--- src/rtl/i2c_types_pkg.sv ---
// Shared I2C types: byte-level command encoding, ACK/NACK bit values, the
// bit-level command set used between the byte FSM and the bit controller, and
// the per-phase SCL/SDA drive table.
package i2c_types_pkg;

  typedef enum logic [2:0] {
    CMD_START    = 3'd0,
    CMD_STOP     = 3'd1,
    CMD_WRITE    = 3'd2,
    CMD_READ_ACK = 3'd3,
    CMD_READ_NAK = 3'd4
  } i2c_cmd_t;

  localparam logic I2C_ACK  = 1'b0;
  localparam logic I2C_NACK = 1'b1;

  typedef enum logic [1:0] {
    BIT_START,
    BIT_RSTART,
    BIT_STOP,
    BIT_DATA
  } bit_cmd_t;

  // Returns {scl, sda} driven during the given phase (1 = released).
  function automatic logic [1:0] phase_drive(bit_cmd_t cmd, logic [1:0] phase, logic tx);
    logic [1:0] drv;
    drv = 2'b11;
    case (cmd)
      BIT_START: begin
        case (phase)
          2'd0:    drv = 2'b11;
          2'd1:    drv = 2'b10;
          2'd2:    drv = 2'b10;
          default: drv = 2'b00;
        endcase
      end
      BIT_RSTART: begin
        case (phase)
          2'd0:    drv = 2'b01;
          2'd1:    drv = 2'b11;
          2'd2:    drv = 2'b10;
          default: drv = 2'b00;
        endcase
      end
      BIT_STOP: begin
        case (phase)
          2'd0:    drv = 2'b00;
          2'd1:    drv = 2'b10;
          default: drv = 2'b11;
        endcase
      end
      default: drv = {(phase == 2'd1) || (phase == 2'd2), tx};
    endcase
    return drv;
  endfunction

endpackage

--- src/rtl/i2c_master_bit_ctrl.sv ---
// I2C master bit controller: quarter-period divider, 4-phase sequencer and
// open-drain SCL/SDA drive for START, repeated START, STOP and data bits.
// Optional macro I2C_CLK_STRETCH_EN: high-SCL phases wait for scl_i high.
// Ports:
//   clk_i, rst_i         clock, asynchronous active-high reset
//   bit_valid, bit_cmd   next bit operation; taken when idle or on bit_done
//   bit_tx, bit_arb      data bit value (1 = release) and arbitration check enable
//   bit_done             high in the last cycle of the current bit operation
//   bit_rx               SDA sampled at the end of p2
//   arb_lost             high in the last cycle of p2 when a released SDA reads 0
//   scl_i, sda_i         sampled bus lines
//   scl_o, sda_o         line drives (0 = pull low, 1 = release)
module i2c_master_bit_ctrl
  import i2c_types_pkg::*;
#(
  parameter int unsigned QTR_PERIOD = 250
) (
  input  logic     clk_i,
  input  logic     rst_i,
  input  logic     bit_valid,
  input  bit_cmd_t bit_cmd,
  input  logic     bit_tx,
  input  logic     bit_arb,
  output logic     bit_done,
  output logic     bit_rx,
  output logic     arb_lost,
  input  logic     scl_i,
  input  logic     sda_i,
  output logic     scl_o,
  output logic     sda_o
);

  localparam logic [15:0] Term = 16'(QTR_PERIOD - 1);

  logic        active_q;
  bit_cmd_t    cmd_q;
  logic        tx_q, arb_q, rx_q, scl_q, sda_q;
  logic [1:0]  phase_q;
  logic [15:0] cnt_q;
  logic        at_term, phase_end;

  assign at_term = active_q && (cnt_q == Term);

`ifdef I2C_CLK_STRETCH_EN
  // Divider parks at terminal count while a slave holds SCL low.
  assign phase_end = at_term && (!scl_q || scl_i);
`else
  assign phase_end = at_term;
  logic unused_scl;
  assign unused_scl = scl_i;
`endif

  assign bit_done = phase_end && (phase_q == 2'd3);
  assign arb_lost = phase_end && (phase_q == 2'd2) && arb_q && tx_q && !sda_i;
  assign bit_rx   = rx_q;
  assign scl_o    = scl_q;
  assign sda_o    = sda_q;

  always_ff @(posedge clk_i or posedge rst_i) begin
    if (rst_i) begin
      active_q <= 1'b0;
      cmd_q    <= BIT_START;
      tx_q     <= 1'b1;
      arb_q    <= 1'b0;
      rx_q     <= 1'b0;
      phase_q  <= 2'd0;
      cnt_q    <= 16'd0;
      scl_q    <= 1'b1;
      sda_q    <= 1'b1;
    end else if (!active_q || bit_done) begin
      // Next bit starts on the edge that ends the previous one; when idle the
      // lines keep their last drive (SCL stays low while the bus is owned).
      if (bit_valid) begin
        active_q       <= 1'b1;
        cmd_q          <= bit_cmd;
        tx_q           <= bit_tx;
        arb_q          <= bit_arb;
        phase_q        <= 2'd0;
        cnt_q          <= 16'd0;
        {scl_q, sda_q} <= phase_drive(bit_cmd, 2'd0, bit_tx);
      end else begin
        active_q <= 1'b0;
      end
    end else if (arb_lost) begin
      active_q <= 1'b0;
      scl_q    <= 1'b1;
      sda_q    <= 1'b1;
    end else if (phase_end) begin
      phase_q        <= phase_q + 2'd1;
      cnt_q          <= 16'd0;
      {scl_q, sda_q} <= phase_drive(cmd_q, phase_q + 2'd1, tx_q);
      if (phase_q == 2'd2) rx_q <= sda_i;
    end else begin
      cnt_q <= cnt_q + 16'd1;
    end
  end

endmodule

--- src/rtl/i2c_master_byte_ctrl.sv ---
// I2C master byte controller: accepts START/STOP/WRITE/READ_ACK/READ_NAK on a
// valid/ready interface, sequences them through i2c_master_bit_ctrl, and
// reports rx data, ACK, error and completion.
// Optional macro I2C_CLK_STRETCH_EN (handled in the bit controller).
// Ports:
//   clk_i, rst_i               clock, asynchronous active-high reset
//   cmd_i/cmd_valid_i/cmd_ready_o  command handshake (cmd_i encoded as i2c_cmd_t)
//   tx_data_i                  WRITE byte, sampled on accept
//   rx_data_o                  byte captured by READ_*
//   ack_o, err_o, done_o       WRITE ACK bit, error flag, completion pulse
//   busy_o                     bus owned between START and STOP
//   scl_i, sda_i, scl_o, sda_o bus sample and open-drain drive
module i2c_master_byte_ctrl
  import i2c_types_pkg::*;
#(
  parameter int unsigned QTR_PERIOD     = 250,
  parameter int unsigned I2C_DATA_WIDTH = 8
) (
  input  logic                      clk_i,
  input  logic                      rst_i,
  input  logic [2:0]                cmd_i,
  input  logic                      cmd_valid_i,
  output logic                      cmd_ready_o,
  input  logic [I2C_DATA_WIDTH-1:0] tx_data_i,
  output logic [I2C_DATA_WIDTH-1:0] rx_data_o,
  output logic                      ack_o,
  output logic                      err_o,
  output logic                      done_o,
  output logic                      busy_o,
  input  logic                      scl_i,
  input  logic                      sda_i,
  output logic                      scl_o,
  output logic                      sda_o
);

  localparam int unsigned CntW = $clog2(I2C_DATA_WIDTH);
  localparam logic [CntW-1:0] LastBit = CntW'(I2C_DATA_WIDTH - 1);

  typedef enum logic [2:0] {IDLE, START_PH, RSTART_PH, STOP_PH, DATA_BIT, ACK_BIT, DONE} state_t;

  state_t                    state_q;
  logic                      busy_q, ready_q, done_q, err_q, ack_q, is_rd_q, nak_q;
  logic [I2C_DATA_WIDTH-1:0] rx_q, data_q;
  logic [CntW-1:0]           bit_cnt_q;

  logic     accept, legal, bit_valid, bit_tx, bit_arb, bit_done, bit_rx, arb_lost;
  bit_cmd_t bit_cmd;

  assign accept      = cmd_valid_i && ready_q;
  assign cmd_ready_o = ready_q;
  assign rx_data_o   = rx_q;
  assign ack_o       = ack_q;
  assign err_o       = err_q;
  assign done_o      = done_q;
  assign busy_o      = busy_q;

  // Bit requests go out combinationally so the first phase starts on the
  // accept edge and consecutive bits run without gaps.
  always_comb begin
    legal     = 1'b0;
    bit_valid = 1'b0;
    bit_cmd   = BIT_DATA;
    bit_tx    = 1'b1;
    bit_arb   = 1'b0;
    case (state_q)
      IDLE: begin
        if (accept) begin
          case (cmd_i)
            CMD_START: begin
              legal   = 1'b1;
              bit_cmd = busy_q ? BIT_RSTART : BIT_START;
            end
            CMD_STOP: begin
              legal   = busy_q;
              bit_cmd = BIT_STOP;
            end
            CMD_WRITE: begin
              legal   = busy_q;
              bit_tx  = tx_data_i[I2C_DATA_WIDTH-1];
              bit_arb = 1'b1;
            end
            CMD_READ_ACK, CMD_READ_NAK: legal = busy_q;
            default: legal = 1'b0;
          endcase
        end
        bit_valid = legal;
      end
      DATA_BIT: begin
        if (bit_done) begin
          bit_valid = 1'b1;
          if (bit_cnt_q == LastBit) begin
            bit_tx = is_rd_q ? nak_q : 1'b1;
          end else begin
            bit_tx  = is_rd_q ? 1'b1 : data_q[I2C_DATA_WIDTH-2];
            bit_arb = !is_rd_q;
          end
        end
      end
      default: ;
    endcase
  end

  always_ff @(posedge clk_i or posedge rst_i) begin
    if (rst_i) begin
      state_q   <= IDLE;
      busy_q    <= 1'b0;
      ready_q   <= 1'b1;
      done_q    <= 1'b0;
      err_q     <= 1'b0;
      ack_q     <= 1'b0;
      is_rd_q   <= 1'b0;
      nak_q     <= 1'b0;
      rx_q      <= '0;
      data_q    <= '0;
      bit_cnt_q <= '0;
    end else begin
      done_q <= 1'b0;
      case (state_q)
        IDLE: begin
          if (accept) begin
            ready_q   <= 1'b0;
            data_q    <= tx_data_i;
            bit_cnt_q <= '0;
            is_rd_q   <= (cmd_i == CMD_READ_ACK) || (cmd_i == CMD_READ_NAK);
            nak_q     <= (cmd_i == CMD_READ_NAK);
            if (!legal) begin
              state_q <= DONE;
            end else begin
              case (cmd_i)
                CMD_START: state_q <= busy_q ? RSTART_PH : START_PH;
                CMD_STOP:  state_q <= STOP_PH;
                default:   state_q <= DATA_BIT;
              endcase
            end
          end
        end
        START_PH, RSTART_PH, STOP_PH: begin
          if (bit_done) begin
            busy_q  <= (state_q != STOP_PH);
            err_q   <= 1'b0;
            done_q  <= 1'b1;
            ready_q <= 1'b1;
            state_q <= IDLE;
          end
        end
        DATA_BIT: begin
          if (arb_lost) begin
            busy_q  <= 1'b0;
            err_q   <= 1'b1;
            done_q  <= 1'b1;
            ready_q <= 1'b1;
            state_q <= IDLE;
          end else if (bit_done) begin
            // Same shift serves both directions: WRITE shifts out, READ shifts in.
            data_q    <= {data_q[I2C_DATA_WIDTH-2:0], bit_rx};
            bit_cnt_q <= bit_cnt_q + 1'b1;
            if (bit_cnt_q == LastBit) state_q <= ACK_BIT;
          end
        end
        ACK_BIT: begin
          if (bit_done) begin
            if (is_rd_q) rx_q <= data_q;
            else         ack_q <= bit_rx;
            err_q   <= 1'b0;
            done_q  <= 1'b1;
            ready_q <= 1'b1;
            state_q <= IDLE;
          end
        end
        DONE: begin
          err_q   <= 1'b1;
          done_q  <= 1'b1;
          ready_q <= 1'b1;
          state_q <= IDLE;
        end
        default: state_q <= IDLE;
      endcase
    end
  end

  i2c_master_bit_ctrl #(
    .QTR_PERIOD(QTR_PERIOD)
  ) u_bit_ctrl (
    .clk_i    (clk_i),
    .rst_i    (rst_i),
    .bit_valid(bit_valid),
    .bit_cmd  (bit_cmd),
    .bit_tx   (bit_tx),
    .bit_arb  (bit_arb),
    .bit_done (bit_done),
    .bit_rx   (bit_rx),
    .arb_lost (arb_lost),
    .scl_i    (scl_i),
    .sda_i    (sda_i),
    .scl_o    (scl_o),
    .sda_o    (sda_o)
  );

endmodule

--- config.mk ---
export PLATFORM = sky130hd
export DESIGN_NAME = i2c_master_byte_ctrl
export DESIGN_NICKNAME = d
export VERILOG_FILES = /design/src/rtl/i2c_types_pkg.sv /design/src/rtl/i2c_master_bit_ctrl.sv /design/src/rtl/i2c_master_byte_ctrl.sv
export SDC_FILE = /design/constraint.sdc
export NUM_CORES = 1
export LEC_CHECK = 0
export ABC_AREA = 1
export CAP_MARGIN = 25
export CORE_MARGIN = 4
export CORE_UTILIZATION = 43
export DETAILED_ROUTE_END_ITERATION = 12
export GPL_ROUTABILITY_DRIVEN = 0
export GPL_TIMING_DRIVEN = 0
export PLACE_DENSITY_LB_ADDON = 0.12
export SLEW_MARGIN = 20
export SYNTH_ARGS = -nofsm -noshare
export SYNTH_HDL_FRONTEND = slang
export SYNTH_SLANG_ARGS = --single-unit
--- constraint.sdc ---
create_clock -name clk_i -period 1.9 [get_ports clk_i]
set_clock_uncertainty 0.15 [all_clocks]
set_input_delay 0.285 -clock clk_i [delete_from_list [all_inputs] [get_ports clk_i]]
set_output_delay 0.285 -clock clk_i [all_outputs]
set_load 0.01 [all_outputs]
Word-level counts from Yosys, hierarchy flattened
Index checks and enable logic that the tools add are counted.
- register bits after elaboration: 55
- logic and storage cells: 171
- reductions and logical operators: 42
- add/subtract/negate cells: 3
- bitwise operators: 3
- equal/unequal tests: 31
- mux-type cells: 72
- operator list (cell ; number):
    2-to-1 mux 16 bit ; 4
    2-to-1 mux 1 bit ; 31
    2-to-1 mux 3 bit ; 9
    2-to-1 mux 8 bit ; 3
    one-hot mux 2 bit (3 select lines) ; 3
    adder 16 x 1 -> 16 bit, second input constant ; 1
    == test 16 x 8 -> 1 bit, second input constant ; 1
    one-hot mux 8 bit (2 select lines) ; 1
    AND reduction 4 bit ; 4
    == test 3 bit, second input constant ; 5
    AND reduction 3 bit ; 5
    2-to-1 mux 2 bit ; 7
    == test 3 x 2 -> 1 bit, second input constant ; 4
    one-hot mux 2 bit (2 select lines) ; 3
    one-hot mux 3 bit (2 select lines) ; 2
    == test 2 bit, second input constant ; 5
    one-hot mux 1 bit (2 select lines) ; 5
    one-hot mux 3 bit (3 select lines) ; 1
    != test 2 x 1 -> 1 bit, second input constant ; 4
    != test 2 bit, second input constant ; 4
    AND reduction 2 bit ; 4
    nonzero test 2 bit ; 4
    OR reduction 4 bit ; 2
    logical AND 1 bit ; 7
    other kinds (17) ; 32

Depth between registers and ports, before layout
Gate-level depths: netlist of the first run.
- depth in word-level cells: 8
- gate-level depth with buffers: 14

Hierarchy
Synthesis of the first run repeated with hierarchy kept, for this count alone.
- cells, all modules: 421
- area total of the unflattened synthesis: 3255.6 um^2
- modules (own cells, without submodules) (module ; area an instance (um^2) ; sequential area each (um^2) ; cells each ; times used):
    i2c_master_bit_ctrl ; 1690.4 ; 654.4 ; 211 ; 1
    i2c_master_byte_ctrl ; 1565.3 ; 726.9 ; 210 ; 1

Worst setup path before layout of the first run
No wires, ideal clock.
- kind: register -> register
- from: register u_bit_ctrl.cnt_q[1]
- to: register u_bit_ctrl.phase_q[1]
- data required time: 1633 ps
- path slack: 31 ps
- stages on the path, launching flop included: 15
- data arrival time: 1603 ps
- library setup time: 117 ps
- path buffers: 1
- cell sequence: dfrtp_1 > inv_1 > ha_1 > nand2_1 > inv_1 > nand2_1 > nor2_1 > nand3_2 > nand2_4 > inv_4 > nand2_8 > nand2_4 > buf_8 > nand3_1 > nand2_1
- longest elaborated chain between the ends: 8
- elaborated cells on any way between the ends: 15
- classes of those cells: 3 x eq/ne; 3 x mux; 9 x reduce/logical
- ends and longest elaborated chain (what ; RTL line ; source):
    from (decl) ; i2c_master_bit_ctrl.sv:39 ; logic [15:0] cnt_q;
    from (signal assigned) ; i2c_master_bit_ctrl.sv:94 ; cnt_q <= cnt_q + 16'd1;
    == test 16 x 8 -> 1 bit (*) ; i2c_master_bit_ctrl.sv:42 ; assign at_term = active_q && (cnt_q == Term);
    logical AND 1 bit (*) ; i2c_master_bit_ctrl.sv:42 ;
    branches (longest 6 deep; another with AND reduction 3 bit) ; - ;
    to (signal assigned) ; i2c_master_bit_ctrl.sv:89 ; phase_q <= phase_q + 2'd1;
    to (decl) ; i2c_master_bit_ctrl.sv:38 ; logic [1:0] phase_q;
Mark *: on every way between the ends.
A chain may end at the register's enable or synchronous reset.

Final worst setup path of the first run
- from: register bit_cnt_q[0]
- to: register u_bit_ctrl.sda_q (netlist: u_bit_ctrl.sda_o)
- longest elaborated chain between the ends: 7
- ends and longest elaborated chain (what ; RTL line ; source):
    from (decl) ; i2c_master_byte_ctrl.sv:44 ; logic [CntW-1:0] bit_cnt_q;
    from (signal assigned) ; i2c_master_byte_ctrl.sv:156 ; bit_cnt_q <= bit_cnt_q + 1'b1;
    == test 3 bit ; i2c_master_byte_ctrl.sv:91 ; if (bit_cnt_q == LastBit) begin
    2-to-1 mux 1 bit ; i2c_master_byte_ctrl.sv:91 ;
    2-to-1 mux 1 bit ; i2c_master_byte_ctrl.sv:89 ; if (bit_done) begin
    one-hot mux 1 bit (2 select lines) ; i2c_master_byte_ctrl.sv:65 ; case (state_q)
    one-hot mux 2 bit (3 select lines) ; i2c_types_pkg.sv:28 ; case (cmd)
    2-to-1 mux 1 bit ; i2c_master_bit_ctrl.sv:73 ; if (bit_valid) begin
    2-to-1 mux 1 bit ; i2c_master_bit_ctrl.sv:70 ; end else if (!active_q || bit_done) begin
    to (signal assigned) ; i2c_master_bit_ctrl.sv:80 ; {scl_q, sda_q} <= phase_drive(bit_cmd, 2'd0, bit_tx);
    to (signal assigned) ; i2c_master_bit_ctrl.sv:91 ; {scl_q, sda_q} <= phase_drive(cmd_q, phase_q + 2'd1, tx_q);
    to (decl) ; i2c_master_bit_ctrl.sv:37 ; logic tx_q, arb_q, rx_q, scl_q, sda_q;
No other way between the ends. The select of a mux whose other input is x is not followed.

==> key figures, run 1 <==
Global routing
  • Largest net degree at the start of global routing: 56
  • Initial antenna violation count: 0
  • GRT Util Overall: 19.07%
  • First-pass GRT wire length: 13650 um
  • Vias in the first global route: 2968
  • GR Overflow Total: 0

Run
  • Max-Cap Viols: 0

Synthesis
  • Syn. warnings: 0
  • Syn Area/Cell: 7.673 um^2
  • Synth top area share: 39.32%
  • Synth Flop Type: dfrtp_1
  • Cell variety after synth: 34
  • Synth cell count leaders: nand2_1, inv_1, dfrtp_1
  • Largest cells by area after synthesis: dfrtp_1, nand2_1, inv_1
  • Syn_nets: 447
  • Post-Syn Area: 0.003246 mm^2
  • Seq cells post-synth: 55
  • Synth Instances: 423
  • Seq/Total Area, Yosys: 42.56%
  • Area leader, netlist: dfrtp_1
  • Most frequent cell after synthesis: nand2_1
  • Post-synthesis async set-or-reset flop share: 100.0%
  • Count of flip-flops with a built-in enable after synthesis: 0

Route
  • Post-route ant nets: 0
  • DR vias: 3041
  • Routed WL: 8335 um
  • Vias per cell: 5.163
  • Iteration count of the initial detailed-routing pass: 4
  • Post-route DRC: 0
  • Detailed Route Iter0 Violations: 102
  • Drt wl/cell: 14.15 um

Timing
  • Final hold vios: 0
  • Setup TNS: -0.3245 ns
  • Final max-slew violation count: 0
  • Final Setup Violations: 10
  • Setup ws final: -0.08699 ns
  • Fmax: 0.5033 GHz
  • Slew @ Worst Pin: 0.6874 ns
  • RSZ-0062 raised after global routing: true
  • Period minus WS final: 1.987 ns
  • Slew headroom: 54.17%
  • Final worst path period share: 104.6%

Worst setup path
  • Worst Setup End Kind: register
  • Crit path arrival time: 2.08 ns
  • CP Class: reg2reg
  • Worst R2R Start: bit_cnt_q[0]
  • CP required: 1.99 ns
  • Startpoint Class: register
  • CP Max Fanout: 3
  • R2R setup slack: -0.09 ns
  • Cell count of the worst reg-to-reg path: 10
  • Crit Reg-Reg Endpoint: u_bit_ctrl.sda_o

Floorplanning
  • Die area: 0.009002 mm^2
  • # IOs: 31
  • Die width: 94.88 um
  • Die H: 94.88 um
  • Starting Density: 44.51%
  • Cell Rows: 31
  • Core area: 0.007292 mm^2

Layout
  • Cell Count, Final, Fillers Out: 589
  • Layout cell share with drive strength beyond 1: 34.08%
  • Fin area: 0.004559 mm^2
  • Ant diodes: 0
  • Post-layout nets: 513
  • Area Growth Syn to Fin: 40.48%

CTS
  • Clk_lat worst skew: 0.32 ns
  • Clock root cell: clkbuf_8
  • Cts bufs inserted: 5
  • H-tree levels: 2
  • Clk buf depth: 2
  • Hold buffer count at cts: 0
  • Reg clk slew, reported paths: 0.12 ns
  • CTS tree: built
  • CTS sink count: 55

Placed design
  • IO buf count: 29
  • Placed cells: 551
  • Dpl ws: -0.3289 ns
  • DP HPWL: 5615 um
  • Post-DP Area: 0.003662 mm^2

Worst hold path
  • Hold WC Path Type: in2async

Power and ir drop
  • Max VDD drop: 0.8646 mV
  • Leak Pwr: 2.141 nW
  • P per Cell Area: 1265 mW/mm^2
  • Power Total: 5.767 mW

Status
  • Status: finished, violations left
  • Failing checks: setup timing
==> layer usage <==
| layer | global-route usage (%) | vias to the layer above | wire (um) |
|---|---|---|---|
| met3 | 3.347 | 15 | 265 |
| li1 | - | 1506 | - |
| met1 | 24.94 | 1473 | 3671 |
| met5 | 0 | - | 0 |
| met4 | 5.529 | 0 | 145 |
| met2 | 32.24 | 47 | 4253 |
==> where the power goes <==
part | internal, mW | total, mW | leakage (nW) | switching [mW]
clock network | 0.398 | 0.815 | 0.0548 | 0.417
logic | 1.29 | 3.03 | 1.40 | 1.74
registers | 1.58 | 1.92 | 0.681 | 0.337
total | 3.27 | 5.77 | 2.14 | 2.50
==> final cells by class <==
type / instances / area (um^2)
clock buffer: 5 / 68.82
buffer: 6 / 78.83
tap: 99 / 123.9
sequential: 55 / 1385
timing repair buffer: 60 / 588.1
multi-input combinational: 298 / 2019
inverter: 63 / 249.0
clock inverter: 3 / 46.29
fill: 656 / 2733
==> logic make-up (layout without fill, tap and decap cells) <==
logic type	count (synthesis)	after routing	synth area share, %
AOI/OAI and AO/OA	65	65	12.10
xor gates and xnor gates	9	9	2.429
adders and majority gates	8	8	3.084
buffers and inverters	70	137	8.982
DFF	55	55	42.56
and+or+nand+nor	216	216	30.84
==> through the flow <==
stage	util (%)	hold WS, ns
2_1_floorplan	-	0.2518
3_3_place_gp	50.19	0.3090
3_5_place_dp	50.22	0.3129
4_1_cts	57.53	0.3084
5_1_grt	62.53	0.3297
6_report	62.53	0.2724
==> repair_timing <==
| item | CTS | global route |
|---|---|---|
| gates resized for setup | 73 | 95 |
| pin swaps | 13 | 24 |
| setup endpoints to repair | 51 | 53 |
| hold endpoints to repair | 0 | 0 |
| cloned | 3 | 0 |
| setup buffers | 19 | 9 |
==> critical path, cell delays in order, from the launching register on <==
cell	delay (ns)
dfrtp_2	0.46
ha_1	0.22
ha_1	0.21
inv_1	0.12
nand2_1	0.12
o21ai_1	0.14
nand3_1	0.18
nand3_1	0.12
nand2_1	0.07
nand2_1	0.07
nand2_1	0.05
==> placed cells by master, fill, tap and decap left out, drive strengths merged <==
master / synthesis / layout
nand2: 112 / 112
inv: 63 / 64
dfrtp: 51 / 51
o21ai: 46 / 46
nand3: 41 / 41
nor2: 39 / 39
buf: 6 / 37
clkdlybuf4s50: 0 / 29
a21oi: 12 / 12
nand4: 11 / 11
nor3: 10 / 10
xor2: 9 / 9
ha: 8 / 8
clkbuf: 1 / 5
dfstp: 4 / 4
o22ai: 3 / 3
nand3b: 2 / 2
a22oi: 2 / 2
o211ai: 1 / 1
a31o: 1 / 1
or2: 1 / 1
clkinvlp: 0 / 1
bufinv: 0 / 1
==> worst max-delay path by stage <==
stage,startpoint,to,slack (ns),depth (start not counted)
detailed placement,cmd_i[1],u_bit_ctrl.phase_q[0],-0.33,13
global placement,rst_i,done_o,-1.02,2
global route,u_bit_ctrl.cnt_q[1],data_q[4],-0.19,13
finish,bit_cnt_q[0],u_bit_ctrl.sda_o,-0.09,10
CTS,u_bit_ctrl.cnt_q[1],data_q[5],-0.05,14
floorplan,u_bit_ctrl.cnt_q[1],u_bit_ctrl.phase_q[1],0.03,14
==> registers in the layout, indices dropped and copies added, names as in the netlist, 2 cells and up <==
signal	count
bit_cnt_q	3
u_bit_ctrl.phase_q	2
rx_data_o	8
data_q	8
u_bit_ctrl.cnt_q	16
u_bit_ctrl.cmd_q	2
state_q	3
Power figures use the tool's default switching activity.
==> inputs of run 2 (changes only) <==
- CAP_MARGIN: 25 -> not set
- CORE_MARGIN: 4 -> not set
- SYNTH_HIERARCHICAL: not set -> 1
==> key figures, run 2 <==
Status
  • Status: finished, violations left
  • Failing checks: setup timing

Layout
  • Top reg by flops: u_bit_ctrl/cnt_q
  • Most common cell after layout, fill and taps aside: nand2_1
  • Most frequent cells in the layout: nand2_1, dfrtp_1, nand3_1, inv_1, clkdlybuf4s50_1
  • Layout cell share with drive strength beyond 1: 28.93% (-5.2 points)
  • Max reg flops: 16 (unchanged)
  • Ant diodes: 0 (unchanged)
  • Cell Count, Final, Fillers Out: 583 (-1.0%)
  • Multi-input logic area: 0.001981 mm^2 (-1.9%)
  • Register area: 0.001384 mm^2 (about the same)
  • Number of fillers in the final layout: 673 (+2.6%)
  • Post-layout nets: 507 (-1.2%)
  • Area Growth Syn to Fin: 35.20%

Floorplanning
  • Die H: 89.01 um (-6.2%)
  • Core area: 0.007292 mm^2 (unchanged)
  • # IOs: 31 (unchanged)
  • Die width: 89.01 um (-6.2%)
  • Starting Density: 44.65% (+0.14 points)
  • Die area: 0.007923 mm^2 (-12%)
  • Cell Rows: 31 (unchanged)

Timing
  • Period minus WS final: 2.134 ns (+0.1466 ns)
  • Final hold vios: 0 (unchanged)
  • Setup ws final: -0.2336 ns (-0.1466 ns)
  • Final max-slew violation count: 0 (unchanged)
  • Final worst path period share: 112.3% (+7.7 points)
  • Final Setup Violations: 44 (+34)
  • Fmax: 0.4687 GHz (-6.9%)
  • RSZ-0062 raised after global routing: true
  • Slew @ Worst Pin: 0.6930 ns (+0.005575 ns)
  • Slew headroom: 53.67% (-0.50 points)

Synthesis
  • Synth Flop Type: dfrtp_1
  • Post-synthesis async set-or-reset flop share: 100.0% (unchanged)
  • Post-Syn Area: 0.003256 mm^2 (+0.31%)
  • Synth top area share: 39.20% (-0.12 points)
  • Synth cell count leaders: nand2_1, dfrtp_1, nand3_1
  • Area leader, netlist: dfrtp_1
  • Seq/Total Area, Yosys: 42.43% (-0.13 points)
  • Syn Area/Cell: 7.733 um^2 (+0.78%)
  • Largest cells by area after synthesis: dfrtp_1, nand2_1, nand3_1
  • Most frequent cell after synthesis: nand2_1
  • Count of flip-flops with a built-in enable after synthesis: 0 (unchanged)
  • Syn. warnings: 6 (+6)
  • Seq cells post-synth: 55 (unchanged)
  • Cell variety after synth: 37 (+8.8%)
  • Synth Instances: 421 (-0.47%)
  • Syn_nets: 445 (-0.45%)

Worst setup path
  • R2R setup slack: -0.23 ns (-0.15 ns)
  • CP required: 2.01 ns (+0.02 ns)
  • Startpoint Class: register
  • Crit path arrival time: 2.25 ns (+0.17 ns)
  • Worst R2R Start: u_bit_ctrl/cnt_q[1]
  • CP startpoint: u_bit_ctrl/cnt_q[1]
  • Crit Reg-Reg Endpoint: u_bit_ctrl/phase_q[0]
  • Cell count of the worst reg-to-reg path: 16 (+6)
  • Worst Setup End Kind: register
  • CP Class: reg2reg
  • Worst setup endpoint: u_bit_ctrl/phase_q[0]
  • CP Max Fanout: 5 (+2)

Power and ir drop
  • Leak Pwr: 2.171 nW (+1.4%)
  • Max VDD drop: 0.2607 mV (-70%)
  • P per Cell Area: 440.4 mW/mm^2 (-65%)

Placed design
  • Dpl ws: -0.4000 ns (-0.07109 ns)
  • Placed cells: 549 (-0.36%)
  • DP HPWL: 5431 um (-3.3%)
  • IO buf count: 29 (unchanged)

Route
  • Detailed Route Iter0 Violations: 171 (+68%)
  • Post-route ant nets: 0 (unchanged)
  • Iteration count of the initial detailed-routing pass: 4 (unchanged)
  • DR vias: 2980 (-2.0%)
  • Vias per cell: 5.111 (-1.0%)
  • Post-route DRC: 0 (unchanged)
  • Drt wl/cell: 13.81 um (-2.4%)
  • Routed WL: 8052 um (-3.4%)

CTS
  • Clock root cell: clkbuf_8
  • Hold buffer count at cts: 0 (unchanged)
  • Cts bufs inserted: 5 (unchanged)
  • Reg clk slew, reported paths: 0.11 ns (about the same)
  • Clk_lat worst skew: 0.32 ns (about the same)
  • CTS sink count: 55 (unchanged)
  • Clk buf depth: 2 (unchanged)
  • H-tree levels: 2 (unchanged)
  • CTS tree: built

Global routing
  • GRT Util Overall: 21.68% (+2.6 points)
  • First-pass GRT wire length: 13160 um (-3.6%)
  • GR Overflow Total: 0 (unchanged)
  • Initial antenna violation count: 0 (unchanged)
  • Vias in the first global route: 2725 (-8.2%)
  • Largest net degree at the start of global routing: 30 (-46%)

Worst hold path
  • Hold WC Path Type: in2async

Run
  • Max-Cap Viols: 0 (unchanged)
[run 2: cell count changes in the layout (fill, tap and decap cells not counted), moves of 4 or more]
| cell | before | now |
|---|---|---|
| nand2_1 | 80 | 113 |
| inv_1 | 52 | 31 |
| nand2_2 | 18 | 8 |
| o21ai_2 | 21 | 11 |
| nor2_1 | 18 | 27 |
| nand3_1 | 28 | 36 |
| inv_2 | 8 | 14 |
| nor2_2 | 8 | 3 |
| buf_6 | 11 | 7 |
| buf_8 | 5 | 1 |
| nand4_1 | 10 | 6 |
| o21ai_0 | 12 | 8 |
| o21ai_1 | 13 | 9 |
[run 2: worst min-delay path by stage]
stage	startpoint	endpoint	slack, ns	cells past startpoint
global placement	err_o	err_o	0.31	2
global route	rst_i	u_bit_ctrl/cnt_q[13]	0.30	2
finish	rst_i	u_bit_ctrl/cnt_q[13]	0.23	2
floorplan	rst_i	u_bit_ctrl/active_q	0.17	1
detailed placement	u_bit_ctrl/scl_o	u_bit_ctrl/scl_o	0.31	2
CTS	u_bit_ctrl/scl_o	u_bit_ctrl/scl_o	0.33	2
[run 2: repair_timing]
item	in CTS	in global routing
resized for setup	39	57
pin swaps	13	13
endpoints found under the setup margin	52	53
gates cloned	3	1
buffers inserted	18	5
hold endpoints to repair	0	0
[run 2: cells by family after synthesis]
group                      count (synthesis)  share of synthesized area, %
and+or+nand+nor                          242                         34.59
xor gates and xnor gates                   9                         2.421
AOI/OAI and AO/OA                         51                         10.03
adders and majority gates                  8                         3.075
DFF                                       55                         42.43
buffers and inverters                     56                         7.456
[run 2: per-layer routing]
| layer | vias to the layer above | routed length (um) | global-route usage (%) |
|---|---|---|---|
| met5 | - | 0 | 0 |
| met4 | 0 | 80 | 5.628 |
| met3 | 8 | 229 | 3.047 |
| met2 | 50 | 3775 | 34.06 |
| met1 | 1426 | 3967 | 31.51 |
| li1 | 1496 | - | - |
[run 2: cell type report]
class                           count  share of cell area, %
Multi-Input combinational cell    311                  45.00
Sequential cell                    55                  31.44
Timing Repair Buffer               54                  12.39
Inverter                           48                  4.434
Tap cell                           99                  2.814
Buffer                              8                  1.791
Clock buffer                        5                  1.563
Clock inverter                      3                 0.5685
[run 2: stage by stage]
| step | TNS (ns) | power [mW] | utilization (%) | hold WS, ns | area (um^2) |
|---|---|---|---|---|---|
| after floorplan | -1.329 | 1.227 | - | 0.1727 | 3317 |
| after global placement | -13.11 | 1.269 | 51.17 | 0.3068 | 3731 |
| after detailed placement | -13.66 | 1.271 | 51.17 | 0.3078 | 3731 |
| after CTS | -7.056 | 1.962 | 57.24 | 0.3313 | 4174 |
| after global routing | -12.41 | 2.019 | 60.36 | 0.2998 | 4402 |
| final | -6.409 | 1.938 | 60.36 | 0.2300 | 4402 |
[run 2: power by group]
group	switching [mW]	internal [mW]	leakage, nW	total, mW
Clock	0.426	0.265	0.0443	0.691
Sequential	0	1.17	0.650	1.17
Combinational	0.0436	0.0332	1.48	0.0768
Total	0.470	1.47	2.17	1.94
[run 2: critical path, cell delays in order, from the launching register on]
cell,delay [ns]
dfrtp_1,0.40
inv_2,0.08
ha_4,0.13
inv_2,0.04
nor2_4,0.07
nand2_2,0.07
nor2_4,0.16
nand3_4,0.10
inv_4,0.10
inv_6,0.04
o21ai_4,0.16
nand2_4,0.12
nand2_4,0.11
buf_12,0.12
buf_12,0.11
nand3_2,0.05
nand2_1,0.07
